## src/rtl/rns_pkg.sv

```systemverilog
// Shared definitions for the binary-to-RNS forward converter:
// residue widths per modulus, operand/fold-count derivations and FSM states.
package rns_pkg;

  // Converter control states; IDLE accepts, FOLD consumes one chunk per cycle,
  // FINAL normalises and registers residues, DONE presents them.
  typedef enum logic [1:0] {IDLE, FOLD, FINAL, DONE} state_e;

  // Chunk index width; the fold count is always 6 or 7.
  localparam int IDX_W = 3;

  // Residue width for modulus 2^N-1.
  function automatic int r1_width(input int n);
    return n;
  endfunction

  // Residue width for modulus 2^N+1 (value range 0..2^N).
  function automatic int r2_width(input int n);
    return n + 1;
  endfunction

  // Residue width for modulus 2^(2N)+1 (value range 0..2^(2N)).
  function automatic int r3_width(input int n);
    return 2 * n + 1;
  endfunction

  // Residue width for modulus 2^(2N+P).
  function automatic int r4_width(input int n, input int p);
    return 2 * n + p;
  endfunction

  // Operand width covering the full dynamic range.
  function automatic int x_width(input int n, input int p);
    return 6 * n + p;
  endfunction

  // Number of N-bit chunks needed to cover the operand.
  function automatic int fold_count(input int n, input int p);
    return (6 * n + p + n - 1) / n;
  endfunction

endpackage

```

## src/rtl/mod_fold_acc.sv

```systemverilog
// One modular accumulate step: sum_o = (acc_i +/- addend_i) mod m.
// PLUS=0 selects m = 2^KW-1 (KW-bit operands, end-around carry, all-ones
// allowed as an alias of zero). PLUS=1 selects m = 2^KW+1 (KW+1-bit operands
// kept in [0, 2^KW]); subtraction adds (m - addend).
module mod_fold_acc #(
  parameter int PLUS = 0,
  parameter int KW   = 4
) (
  input  logic [KW+PLUS-1:0] acc_i,
  input  logic [KW+PLUS-1:0] addend_i,
  input  logic               sub_i,
  output logic [KW+PLUS-1:0] sum_o
);

  if (PLUS != 0) begin : g_plus
    localparam logic [KW+1:0] MOD = (KW+2)'((64'd1 << KW) + 64'd1);
    logic [KW+1:0] add_ext;
    logic [KW+1:0] sum;

    // Diminished-free 2^KW+1 add: one conditional subtract brings sum back in range.
    always_comb begin
      add_ext = {1'b0, addend_i};
      if (sub_i) add_ext = MOD - {1'b0, addend_i};
      sum   = {1'b0, acc_i} + add_ext;
      sum_o = (sum >= MOD) ? (KW+1)'(sum - MOD) : sum[KW:0];
    end
  end else begin : g_minus
    logic [KW-1:0] add_eff;
    logic [KW:0]   sum;

    // 2^KW-1 add: negation is bitwise inversion, carry wraps back into bit 0.
    always_comb begin
      add_eff = sub_i ? ~addend_i : addend_i;
      sum     = {1'b0, acc_i} + {1'b0, add_eff};
      sum_o   = sum[KW-1:0] + {{(KW-1){1'b0}}, sum[KW]};
    end
  end

endmodule

```

## src/rtl/binary_to_rns_converter.sv

```systemverilog
// Iterative binary-to-RNS forward converter for moduli
// {2^N-1, 2^N+1, 2^(2N)+1, 2^(2N+P)}, folding one N-bit chunk per cycle.
// Optional macro RNS_RANGE_CHECK_EN adds out_range_err (X >= M).
// Handshake: a transfer happens on a rising edge where valid && ready are
// both 1; valid never depends on ready, and the DUT keeps outputs stable
// while out_valid && !out_ready. dbg_state exposes the FSM state.
module binary_to_rns_converter
  import rns_pkg::*;
#(
  parameter int N = 4,
  parameter int P = 0
) (
  input  logic                      clk,
  input  logic                      rst,
  input  logic                      in_valid,
  output logic                      in_ready,
  input  logic [x_width(N,P)-1:0]   X,
  output logic                      out_valid,
  input  logic                      out_ready,
  output logic [r1_width(N)-1:0]    R1,
  output logic [r2_width(N)-1:0]    R2,
  output logic [r3_width(N)-1:0]    R3,
  output logic [r4_width(N,P)-1:0]  R4,
  output logic                      out_range_err,
  output state_e                    dbg_state
);

  localparam int K   = fold_count(N, P);
  localparam int XW  = K * N;
  localparam int R4W = r4_width(N, P);

  state_e           state_q, state_d;
  logic [XW-1:0]    x_q, x_d;
  logic [IDX_W-1:0] idx_q, idx_d;
  logic [N-1:0]     acc1_q, acc1_d, acc1_sum;
  logic [N:0]       acc2_q, acc2_d, acc2_sum;
  logic [2*N:0]     acc3_q, acc3_d, acc3_sum, acc3_addend;
  logic [N-1:0]     r1_q, r1_d;
  logic [N:0]       r2_q, r2_d;
  logic [2*N:0]     r3_q, r3_d;
  logic [R4W-1:0]   r4_q, r4_d;
  logic [N-1:0]     chunk;
`ifdef RNS_RANGE_CHECK_EN
  logic             err_q, err_d;
`endif

  // The latched operand is shifted right each fold, so the current chunk is the low N bits.
  assign chunk = x_q[N-1:0];
  // Odd chunks of the 2^(2N)+1 fold carry weight 2^N.
  assign acc3_addend = idx_q[0] ? {1'b0, chunk, {N{1'b0}}} : {{(N+1){1'b0}}, chunk};

  mod_fold_acc #(.PLUS(0), .KW(N)) u_acc1 (
    .acc_i(acc1_q), .addend_i(chunk), .sub_i(1'b0), .sum_o(acc1_sum)
  );
  mod_fold_acc #(.PLUS(1), .KW(N)) u_acc2 (
    .acc_i(acc2_q), .addend_i({1'b0, chunk}), .sub_i(idx_q[0]), .sum_o(acc2_sum)
  );
  mod_fold_acc #(.PLUS(1), .KW(2*N)) u_acc3 (
    .acc_i(acc3_q), .addend_i(acc3_addend), .sub_i(idx_q[1]), .sum_o(acc3_sum)
  );

  // Next-state and handshake outputs for the IDLE/FOLD/FINAL/DONE sequence.
  always_comb begin
    state_d   = state_q;
    x_d       = x_q;
    idx_d     = idx_q;
    acc1_d    = acc1_q;
    acc2_d    = acc2_q;
    acc3_d    = acc3_q;
    r1_d      = r1_q;
    r2_d      = r2_q;
    r3_d      = r3_q;
    r4_d      = r4_q;
`ifdef RNS_RANGE_CHECK_EN
    err_d     = err_q;
`endif
    in_ready  = 1'b0;
    out_valid = 1'b0;
    case (state_q)
      IDLE: begin
        in_ready = 1'b1;
        if (in_valid) begin
          x_d     = XW'(X);
          r4_d    = X[R4W-1:0];
          acc1_d  = '0;
          acc2_d  = '0;
          acc3_d  = '0;
          idx_d   = '0;
`ifdef RNS_RANGE_CHECK_EN
          err_d   = (X[x_width(N,P)-1 -: 4*N] == '1);
`endif
          state_d = FOLD;
        end
      end
      FOLD: begin
        acc1_d = acc1_sum;
        acc2_d = acc2_sum;
        acc3_d = acc3_sum;
        x_d    = x_q >> N;
        idx_d  = idx_q + 1'b1;
        if (idx_q == IDX_W'(K - 1)) state_d = FINAL;
      end
      FINAL: begin
        r1_d    = (acc1_q == '1) ? '0 : acc1_q;
        r2_d    = acc2_q;
        r3_d    = acc3_q;
        state_d = DONE;
      end
      DONE: begin
        out_valid = 1'b1;
        if (out_ready) begin
`ifdef RNS_RANGE_CHECK_EN
          err_d   = 1'b0;
`endif
          state_d = IDLE;
        end
      end
      default: state_d = IDLE;
    endcase
  end

  // State and datapath registers with synchronous reset.
  always_ff @(posedge clk) begin
    if (rst) begin
      state_q <= IDLE;
      x_q     <= '0;
      idx_q   <= '0;
      acc1_q  <= '0;
      acc2_q  <= '0;
      acc3_q  <= '0;
      r1_q    <= '0;
      r2_q    <= '0;
      r3_q    <= '0;
      r4_q    <= '0;
`ifdef RNS_RANGE_CHECK_EN
      err_q   <= 1'b0;
`endif
    end else begin
      state_q <= state_d;
      x_q     <= x_d;
      idx_q   <= idx_d;
      acc1_q  <= acc1_d;
      acc2_q  <= acc2_d;
      acc3_q  <= acc3_d;
      r1_q    <= r1_d;
      r2_q    <= r2_d;
      r3_q    <= r3_d;
      r4_q    <= r4_d;
`ifdef RNS_RANGE_CHECK_EN
      err_q   <= err_d;
`endif
    end
  end

  assign R1        = r1_q;
  assign R2        = r2_q;
  assign R3        = r3_q;
  assign R4        = r4_q;
  assign dbg_state = state_q;
`ifdef RNS_RANGE_CHECK_EN
  assign out_range_err = err_q;
`else
  assign out_range_err = 1'b0;
`endif

endmodule

```

## config.mk

```make
export PLATFORM = sky130hd
export DESIGN_NAME = binary_to_rns_converter
export DESIGN_NICKNAME = d
export VERILOG_FILES = /design/src/rtl/rns_pkg.sv /design/src/rtl/mod_fold_acc.sv /design/src/rtl/binary_to_rns_converter.sv
export SDC_FILE = /design/constraint.sdc
export NUM_CORES = 1
export LEC_CHECK = 0
export ABC_AREA = 1
export CAP_MARGIN = 10
export CELL_PAD_IN_SITES_DETAIL_PLACEMENT = 1
export CELL_PAD_IN_SITES_GLOBAL_PLACEMENT = 1
export CORE_MARGIN = 2
export CORE_UTILIZATION = 40
export DETAILED_ROUTE_END_ITERATION = 6
export PLACE_DENSITY = 0.79
export SLEW_MARGIN = 10
export SYNTH_ARGS = -nofsm -noshare
export SYNTH_HDL_FRONTEND = slang
export SYNTH_SLANG_ARGS = --single-unit
export TNS_END_PERCENT = 1
```

## constraint.sdc

```tcl
create_clock -name clk -period 4.2 [get_ports clk]
set_clock_uncertainty 0.15 [all_clocks]
set_input_delay 0.84 -clock clk [delete_from_list [all_inputs] [get_ports clk]]
set_output_delay 0.84 -clock clk [all_outputs]
set_load 0.02 [all_outputs]
```

## Word level (Yosys, flattened, before mapping)

Index checks and enable logic that the tools add are counted.

| word-level totals | value |
|---|---|
| register bits | 73 |
| bits of input ports | 28 |
| logic and storage cells | 56 |

| operators by class | value |
|---|---|
| order comparisons | 2 |
| add/sub/neg operators | 9 |
| eq/ne operators | 8 |
| reductions and logical operators | 5 |
| multiplexer cells | 22 |

Operator list:

| operator | number |
|---|---|
| 24-bit case mux with 2 select lines | 1 |
| 24-bit two-way mux | 1 |
| 9-bit two-way mux | 2 |
| 9-bit case mux with 2 select lines | 1 |
| 9-bit by 10-bit adder with 10-bit output | 1 |
| 10-bit by 9-bit greater-or-equal comparator with 1-bit output, second input constant | 1 |
| 10-bit two-way mux | 1 |
| 5-bit two-way mux | 2 |
| 5-bit case mux with 2 select lines | 1 |
| 9-bit by 8-bit subtractor with 10-bit output, first input constant | 1 |
| 9-bit subtractor, second input constant | 1 |
| 4-bit two-way mux | 2 |
| 8-bit two-way mux | 1 |
| 2-bit case mux with 4 select lines | 1 |
| 4-bit case mux with 2 select lines | 1 |
| 5-bit by 6-bit adder with 6-bit output | 1 |
| 6-bit by 5-bit greater-or-equal comparator with 1-bit output, second input constant | 1 |
| 2-bit two-way mux | 3 |
| 6-bit two-way mux | 1 |
| 2-bit inequality test, second input constant | 3 |
| 3-bit case mux with 2 select lines | 1 |
| 5-bit by 4-bit subtractor with 6-bit output, first input constant | 1 |
| 4-bit by 4-bit adder with 5-bit output | 1 |
| 5-bit subtractor, second input constant | 1 |
| 12 further kinds | 15 |

## Depth between registers and ports, before layout

Gate-level depths: netlist of run 1.

| depth | value |
|---|---|
| depth after elaboration | 7 |
| mapped depth | 23 |
| depth with buffers taken out | 23 |

## Cells and area by module

Synthesis of run 1 repeated with hierarchy kept, for this count alone.

| unflattened totals | value |
|---|---|
| cell total of the unflattened synthesis | 736 |
| area total of the unflattened synthesis | 4892.2 um^2 |

Modules (own cells, without submodules):

| module | cells an instance | area each (um^2) | times used |
|---|---|---|---|
| binary_to_rns_converter | 423 | 3042.9 | 1 |
| mod_fold_acc at u_acc3 | 192 | 1088.5 | 1 |
| mod_fold_acc at u_acc2 | 84 | 504.2 | 1 |
| mod_fold_acc at u_acc1 | 37 | 256.5 | 1 |

## Least setup slack after synthesis of run 1

No wires, ideal clock.

| timing | value |
|---|---|
| path kind | flip-flop to flip-flop |
| start | register idx_q[0] |
| end | register acc3_q[4] |
| buffers on the path | 1 |
| stages on the path, launching flop included | 24 |
| period minus slack after synthesis | 3184 ps |
| slack | 1016 ps |
| data arrival time | 2903 ps |
| data required time | 3919 ps |
| cells stage by stage | dfxtp_1 clkbuf_1 inv_1 nand2_1 ha_1 inv_1 nor3_1 nor2_1 xnor2_1 ha_1 nand2_1 inv_1 a21oi_1 nand2_1 nand2_1 nand2_1 nor2_1 nand4_2 nand2_4 nand2_4 nand2_1 nand2_1 nand2_1 a21oi_2 |

| on the way | value |
|---|---|
| word-level cells in the longest chain between the ends | 7 |

Ends and longest elaborated chain:

| what | line | RTL |
|---|---|---|
| start: declaration | binary_to_rns_converter.sv:34 | `logic [IDX_W-1:0] idx_q, idx_d;` |
| start signal: assignment | binary_to_rns_converter.sv:141 | `idx_q <= idx_d;` |
| 8-bit two-way mux * | binary_to_rns_converter.sv:50 | `assign acc3_addend = idx_q[0] ? {1'b0, chunk, {N{1'b0}}} : {{(N+1){1'b0}}, chunk};` |
| 9-bit by 8-bit subtractor with 10-bit output | mod_fold_acc.sv:23 | `if (sub_i) add_ext = MOD - {1'b0, addend_i};` |
| 10-bit two-way mux * | mod_fold_acc.sv:23 |  |
| 9-bit by 10-bit adder with 10-bit output * | mod_fold_acc.sv:24 | `sum = {1'b0, acc_i} + add_ext;` |
| 9-bit subtractor / 10-bit by 9-bit greater-or-equal comparator with 1-bit output (equally long branches) | mod_fold_acc.sv:25 | `sum_o = (sum >= MOD) ? (KW+1)'(sum - MOD) : sum[KW:0];` |
| 9-bit two-way mux * | mod_fold_acc.sv:25 |  |
| 9-bit case mux with 2 select lines * | binary_to_rns_converter.sv:79 | `case (state_q)` |
| end signal: assignment | binary_to_rns_converter.sv:130 | `acc3_q <= '0;` |
| end signal: assignment | binary_to_rns_converter.sv:144 | `acc3_q <= acc3_d;` |
| end: declaration | binary_to_rns_converter.sv:37 | `logic [2*N:0] acc3_q, acc3_d, acc3_sum, acc3_addend;` |

Mark *: on every way between the ends. The rest lies on a longest branch, timed or not.
A chain may end at the register's enable or synchronous reset.

## Worst setup path in the final report of run 1

| timing | value |
|---|---|
| start | register idx_q[0] |
| end | register acc3_q[7] |

Same word-level chain as after synthesis.

==> flow_summary.ini, run 1 <==
[outcome]
status = finished, final reports clean

[job]
maxCapViolations = 0

[global_routing]
grt_pass1_vias = 4293
grt_pass1_wl_um = 20500
grt_max_degree = 47
grt_overflow = 0
antenna_found_initial = 0
grt_usage = 0.226

[synth]
yosysSeqAreaShare = 0.346
synthTopCellsByArea = dfxtp_1 35%, nand2_1 12%, ha_1 10%, a21oi_1 5.2%, nor2_1 4.8%
synth_common_cells = 137 x nand2_1, 73 x dfxtp_1, 54 x nor2_1
yosys.cell_types.count = 40
synth_edf_count = 0
post-synth-top-area-cell = dfxtp_1
synth_flop_cell = dfxtp_1
yosysTopAreaCellShare = 0.346
syn_nets = 650
synth_cells = 584
async_flop_share = 0
syn_area_sq_um = 4220
ys_warn_count = 0
yosysMostFrequentCell = nand2_1
synth.ff_latch_count = 73
synth_area_per_cell_sq_um = 7.22

[drt]
via_per_inst = 5.24
first_pass_iters = 4
drc = 0
vias = 4042
postRouteAntennaNets = 0
dr.first_iter.drc_count = 198
totalWireLength_um = 12000
wl_per_cell_um = 15.5

[die]
core_area_sq_um = 10300
start_util = 0.411
die_area_sq_um = 11400
core.rowCount = 37
pin_count = 59
die_x_um = 107
die_y_um = 107

[cts]
cts_resized = 0
ctsHoldBuffers = 0
cts_setup_buffers = 0
clockBufferDepth = 2
cts_root_buf = clkbuf_8
ctsHtreeMaxLevel = 3
clk_pin_slew_ns = 0.08
cts_tree = yes
clk_latency_ns = 0.37
cts_made_buffers = 9
cts_sinks = 73

[place]
gp_congestion = 0.881
placed_area_sq_um = 4890
hpwl_um = 8870
preCtsSetupSlack_ns = 0.547
dp.cells = 756
io_buffers = 57

[layout]
utilization = 0.495
nNetsFinal = 697
finish.instance_area_sq_um = 5090
final_cells = 771
areaGrowthSynthToFinish_pct = 20.6
num_antenna_cells = 0
drive_above_1_share = 0.0583

[hold_path]
hold_class = flop to flop
whs_path_depth = 2
min_from = x_q[21]

[sta]
max_slew_margin = 0.491
tns_ns = 0
worstMarginPinSlew_ns = 0.762
slew_violations = 0
fin_crit_ns = 3.77
setup_viol = 0
rsz0062_at_grt = false
max_freq_ghz = 0.265
hold_ws_ns = 0.319
finalCritPeriodShare = 0.898
finalHoldViolCount = 0
fin_ws_ns = 0.426

[worst_setup_path]
startpoint = idx_q[0]
arrival_ns = 3.92
crit_fanout = 13
critPathKind = flop to flop
reg2reg_depth = 21
worstPathRequired_ns = 4.35
regToRegStartpoint = idx_q[0]
start_kind = flop
end_kind = flop

[pwr]
clkPwrFrac = 0.162
peakVddDrop_v = 0.000247
p_leak_nw = 2.28
swShare = 0.466
total_power_mw = 3.52
power_density_nw_per_um2 = 693
intPower_mw = 1.88
power_frac_comb = 0.541
p_switching_mw = 1.64
p_seq_frac = 0.297
sequential cells by signal, indices dropped and copies added (netlist names):
| signal | cells |
|---|---|
| R2 | 5 |
| acc2_q | 5 |
| acc1_q | 4 |
| R1 | 4 |
| x_q | 24 |
| R4 | 8 |
| acc3_q | 9 |
| dbg_state | 2 |
| idx_q | 3 |
| R3 | 9 |
layer usage:
layer / vias up / wire length, um / global-route usage
met4: 0 / 187 / 0.0677
met2: 52 / 5820 / 0.392
met1: 1955 / 5660 / 0.282
met3: 15 / 319 / 0.0450
li1: 2020 / - / -
met5: - / 0 / 0
worst max-delay path, cell delays in order (launching register included):
cell and delay [ns]:
dfxtp_1 0.57, inv_1 0.15, nand2_1 0.18, ha_1 0.17, inv_1 0.06, nor3_1 0.28
nor2_1 0.10, xnor2_1 0.24, ha_1 0.33, nand2_1 0.10, inv_1 0.04, a21oi_1 0.17
nand2_1 0.10, nand2_1 0.06, nand2_1 0.10, nor2_1 0.18, nand4_2 0.13, nand2_4 0.15
nand2_4 0.11, nand2_1 0.10, nand4_1 0.07, a21oi_1 0.15
final cells by class:
class                      instances  area (sq um)
fill                            1336          5190
multi-input combinational        436          2470
sequential                        73          1460
timing repair buffer              63           616
inverter                          48           180
tap                              136           170
clock buffer                      11           141
clock inverter                     4          52.6
layout by cell type, fill, tap and decap left out, types with 4 or more instances in the layout:
| master | count |
|---|---|
| nand4_1 | 5 |
| nand3b_1 | 4 |
| a21oi_1 | 44 |
| xnor2_1 | 5 |
| nor2_1 | 54 |
| clkdlybuf4s50_1 | 57 |
| ha_1 | 35 |
| dfxtp_1 | 73 |
| buf_4 | 6 |
| o21ai_0 | 40 |
| nand2_1 | 137 |
| o21ai_1 | 14 |
| clkbuf_8 | 10 |
| inv_1 | 47 |
| a31oi_1 | 21 |
| xor2_1 | 13 |
| nand3_1 | 31 |
path summary, 6_finish.rpt:
check / slack, ns / to
worst min-delay path: 0.32 / x_q[21]
worst max register to register: 0.43 / acc3_q[7]
worst min register to register: 0.32 / x_q[21]
worst max-delay path: 0.43 / acc3_q[7]
logic make-up (layout without fill, tap and decap cells):
group / Yosys count / count (layout) / share of synthesized area
flip-flops: 73 / 73 / 0.346
other: 1 / 1 / 0.000889
adder cells (fa/ha/maj): 38 / 38 / 0.118
XOR/XNOR: 20 / 20 / 0.0477
AND/OR/NAND/NOR: 249 / 249 / 0.252
AO/OA/AOI/OAI: 128 / 128 / 0.165
buffers and inverters: 75 / 126 / 0.0700
power groups by stage:
| stage | Combinational, mW | Clock [mW] | Sequential [mW] |
|---|---|---|---|
| floorplan | 1.25 | 0 | 1.11 |
| global placement | 1.83 | 0 | 1.05 |
| detailed placement | 1.90 | 0 | 1.06 |
| CTS | 1.92 | 0.581 | 1.05 |
| global route | 2.15 | 0.611 | 1.08 |
| finish | 1.91 | 0.571 | 1.05 |
Note: power is estimated with default switching activity, not from simulation.
==> run 2, diff against run 1 <==
- CORE_MARGIN: 2 -> not set
==> flow_summary.ini, run 2 (synthesis results as in run 1) <==
[outcome]
status = finished, final reports clean

[job]
maxCapViolations = 0

[place]
hpwl_um = 8820
placed_area_sq_um = 4890
gp_congestion = 0.862
io_buffers = 57

[cts]
cts_tree = yes
cts_sinks = 73
ctsHoldBuffers = 0
ctsHtreeMaxLevel = 3
cts_resized = 0
clockBufferDepth = 2
clk_latency_ns = 0.36
cts_root_buf = clkbuf_8
cts_made_buffers = 9
cts_setup_buffers = 0
clk_pin_slew_ns = 0.08

[sta]
tns_ns = 0
setup_viol = 0
worstMarginPinSlew_ns = 0.808
finalCritPeriodShare = 0.884
finalHoldViolCount = 0
max_freq_ghz = 0.269
hold_ws_ns = 0.321
fin_crit_ns = 3.71
rsz0062_at_grt = false
max_slew_margin = 0.461
slew_violations = 0

[layout]
nNetsFinal = 697
regArea_sq_um = 1460
multi_input_area_sq_um = 2470
top_register = x_q
num_antenna_cells = 0
fill_cells = 1333
largest_reg_flops = 24
areaGrowthSynthToFinish_pct = 21.3
utilization = 0.498
finish.instance_area_sq_um = 5120
drive_above_1_share = 0.0613
final_common_cell = nand2_1
mostFrequentLayoutCells = 137 x nand2_1, 73 x dfxtp_1, 57 x clkdlybuf4s50_1

[drt]
first_pass_iters = 4
dr.first_iter.drc_count = 143
postRouteAntennaNets = 0
wl_per_cell_um = 15.4
drc = 0
via_per_inst = 5.26
totalWireLength_um = 11900
vias = 4060

[global_routing]
grt_overflow = 0
grt_max_degree = 47
antenna_found_initial = 0
grt_pass1_wl_um = 19800
grt_usage = 0.224
grt_pass1_vias = 4251

[die]
die_y_um = 105
core.rowCount = 37
start_util = 0.411
die_x_um = 105
die_area_sq_um = 11000
pin_count = 59
core_area_sq_um = 10300

[pwr]
power_frac_comb = 0.533
swShare = 0.461
peakVddDrop_v = 0.000297
total_power_mw = 3.59
power_density_nw_per_um2 = 700
p_switching_mw = 1.65
clkPwrFrac = 0.175
intPower_mw = 1.93
p_seq_frac = 0.292
p_leak_nw = 2.30

[worst_setup_path]
critPathBufInv = 3
cp_cell_sequence = nor2_1 > inv_1 > ha_1 > inv_1 > nor3_1 > nor2_1 > xnor2_1 > ha_1 > nand2_1 > inv_1 > a21oi_1 > nand2_1 > nand2_1 > nand2_1 > nor2_1 > nand4_2 > nand2_4 > nand2_4 > nand2_1 > nand4_1 > a21oi_1
crit_family = simple AND/OR/NAND/NOR gates
r2r_slack_ns = 0.49
crit_fanout = 13
critical_path.most_common_cell = nand2_1
worstPathRequired_ns = 4.33
start_kind = flop
critPathKind = flop to flop
cpPeakStageDelay_ns = 0.59
worst_path_max_delay_cell = dfxtp_1
arrival_ns = 3.85
end_kind = flop

[hold_path]
hold_class = flop to flop
-- run 2: changes by cell type in the layout (fill, tap and decap cells not counted), sizes merged --
cell      before  now
clkbuf        11    9
inv           49   50
clkinvlp       0    1
bufinv         1    2
-- run 2: power groups by stage --
stage | clock (mW) | sequential [mW] | combinational (mW)
6_report | 0.628 | 1.05 | 1.91
5_1_grt | 0.668 | 1.08 | 2.12
4_1_cts | 0.640 | 1.05 | 1.92
3_5_place_dp | 0 | 1.06 | 1.90
3_3_place_gp | 0 | 1.05 | 1.82
2_1_floorplan | 0 | 1.11 | 1.25
-- run 2: final timing paths --
| path | depth (start not counted) | to | from |
|---|---|---|---|
| worst min register to register | 2 | x_q[20] | x_q[20] |
| worst max-delay path | 21 | acc3_q[7] | idx_q[0] |
| worst max register to register | 21 | acc3_q[7] | idx_q[0] |
| worst min-delay path | 2 | x_q[20] | x_q[20] |
-- run 2: area by class of cell --
type | count | share of cell area
Clock inverter | 7 | 0.0198
Tap cell | 136 | 0.0332
Sequential cell | 73 | 0.286
Clock buffer | 9 | 0.0242
Inverter | 48 | 0.0352
Multi-Input combinational cell | 436 | 0.482
Timing Repair Buffer | 63 | 0.120
-- run 2: routing by layer --
layer	vias up	share of wire	global-route usage
met5	-	0	0
met4	0	0.022	0.0855
met3	21	0.030	0.0430
met2	54	0.48	0.390
met1	1961	0.47	0.272
li1	2024	-	-
-- run 2: worst min-delay path: cells and delay by family (launching register included) --
kind	cells	cell delay [ns]
compound gates	1	0.05
simple gates	1	0.06
flops	1	0.32
-- run 2: metrics by stage --
stage,instances,worst slack (ns)
2_1_floorplan,584,1.02
3_3_place_gp,756,0.696
3_5_place_dp,756,0.546
4_1_cts,772,0.514
5_1_grt,772,0.0892
6_report,772,0.487
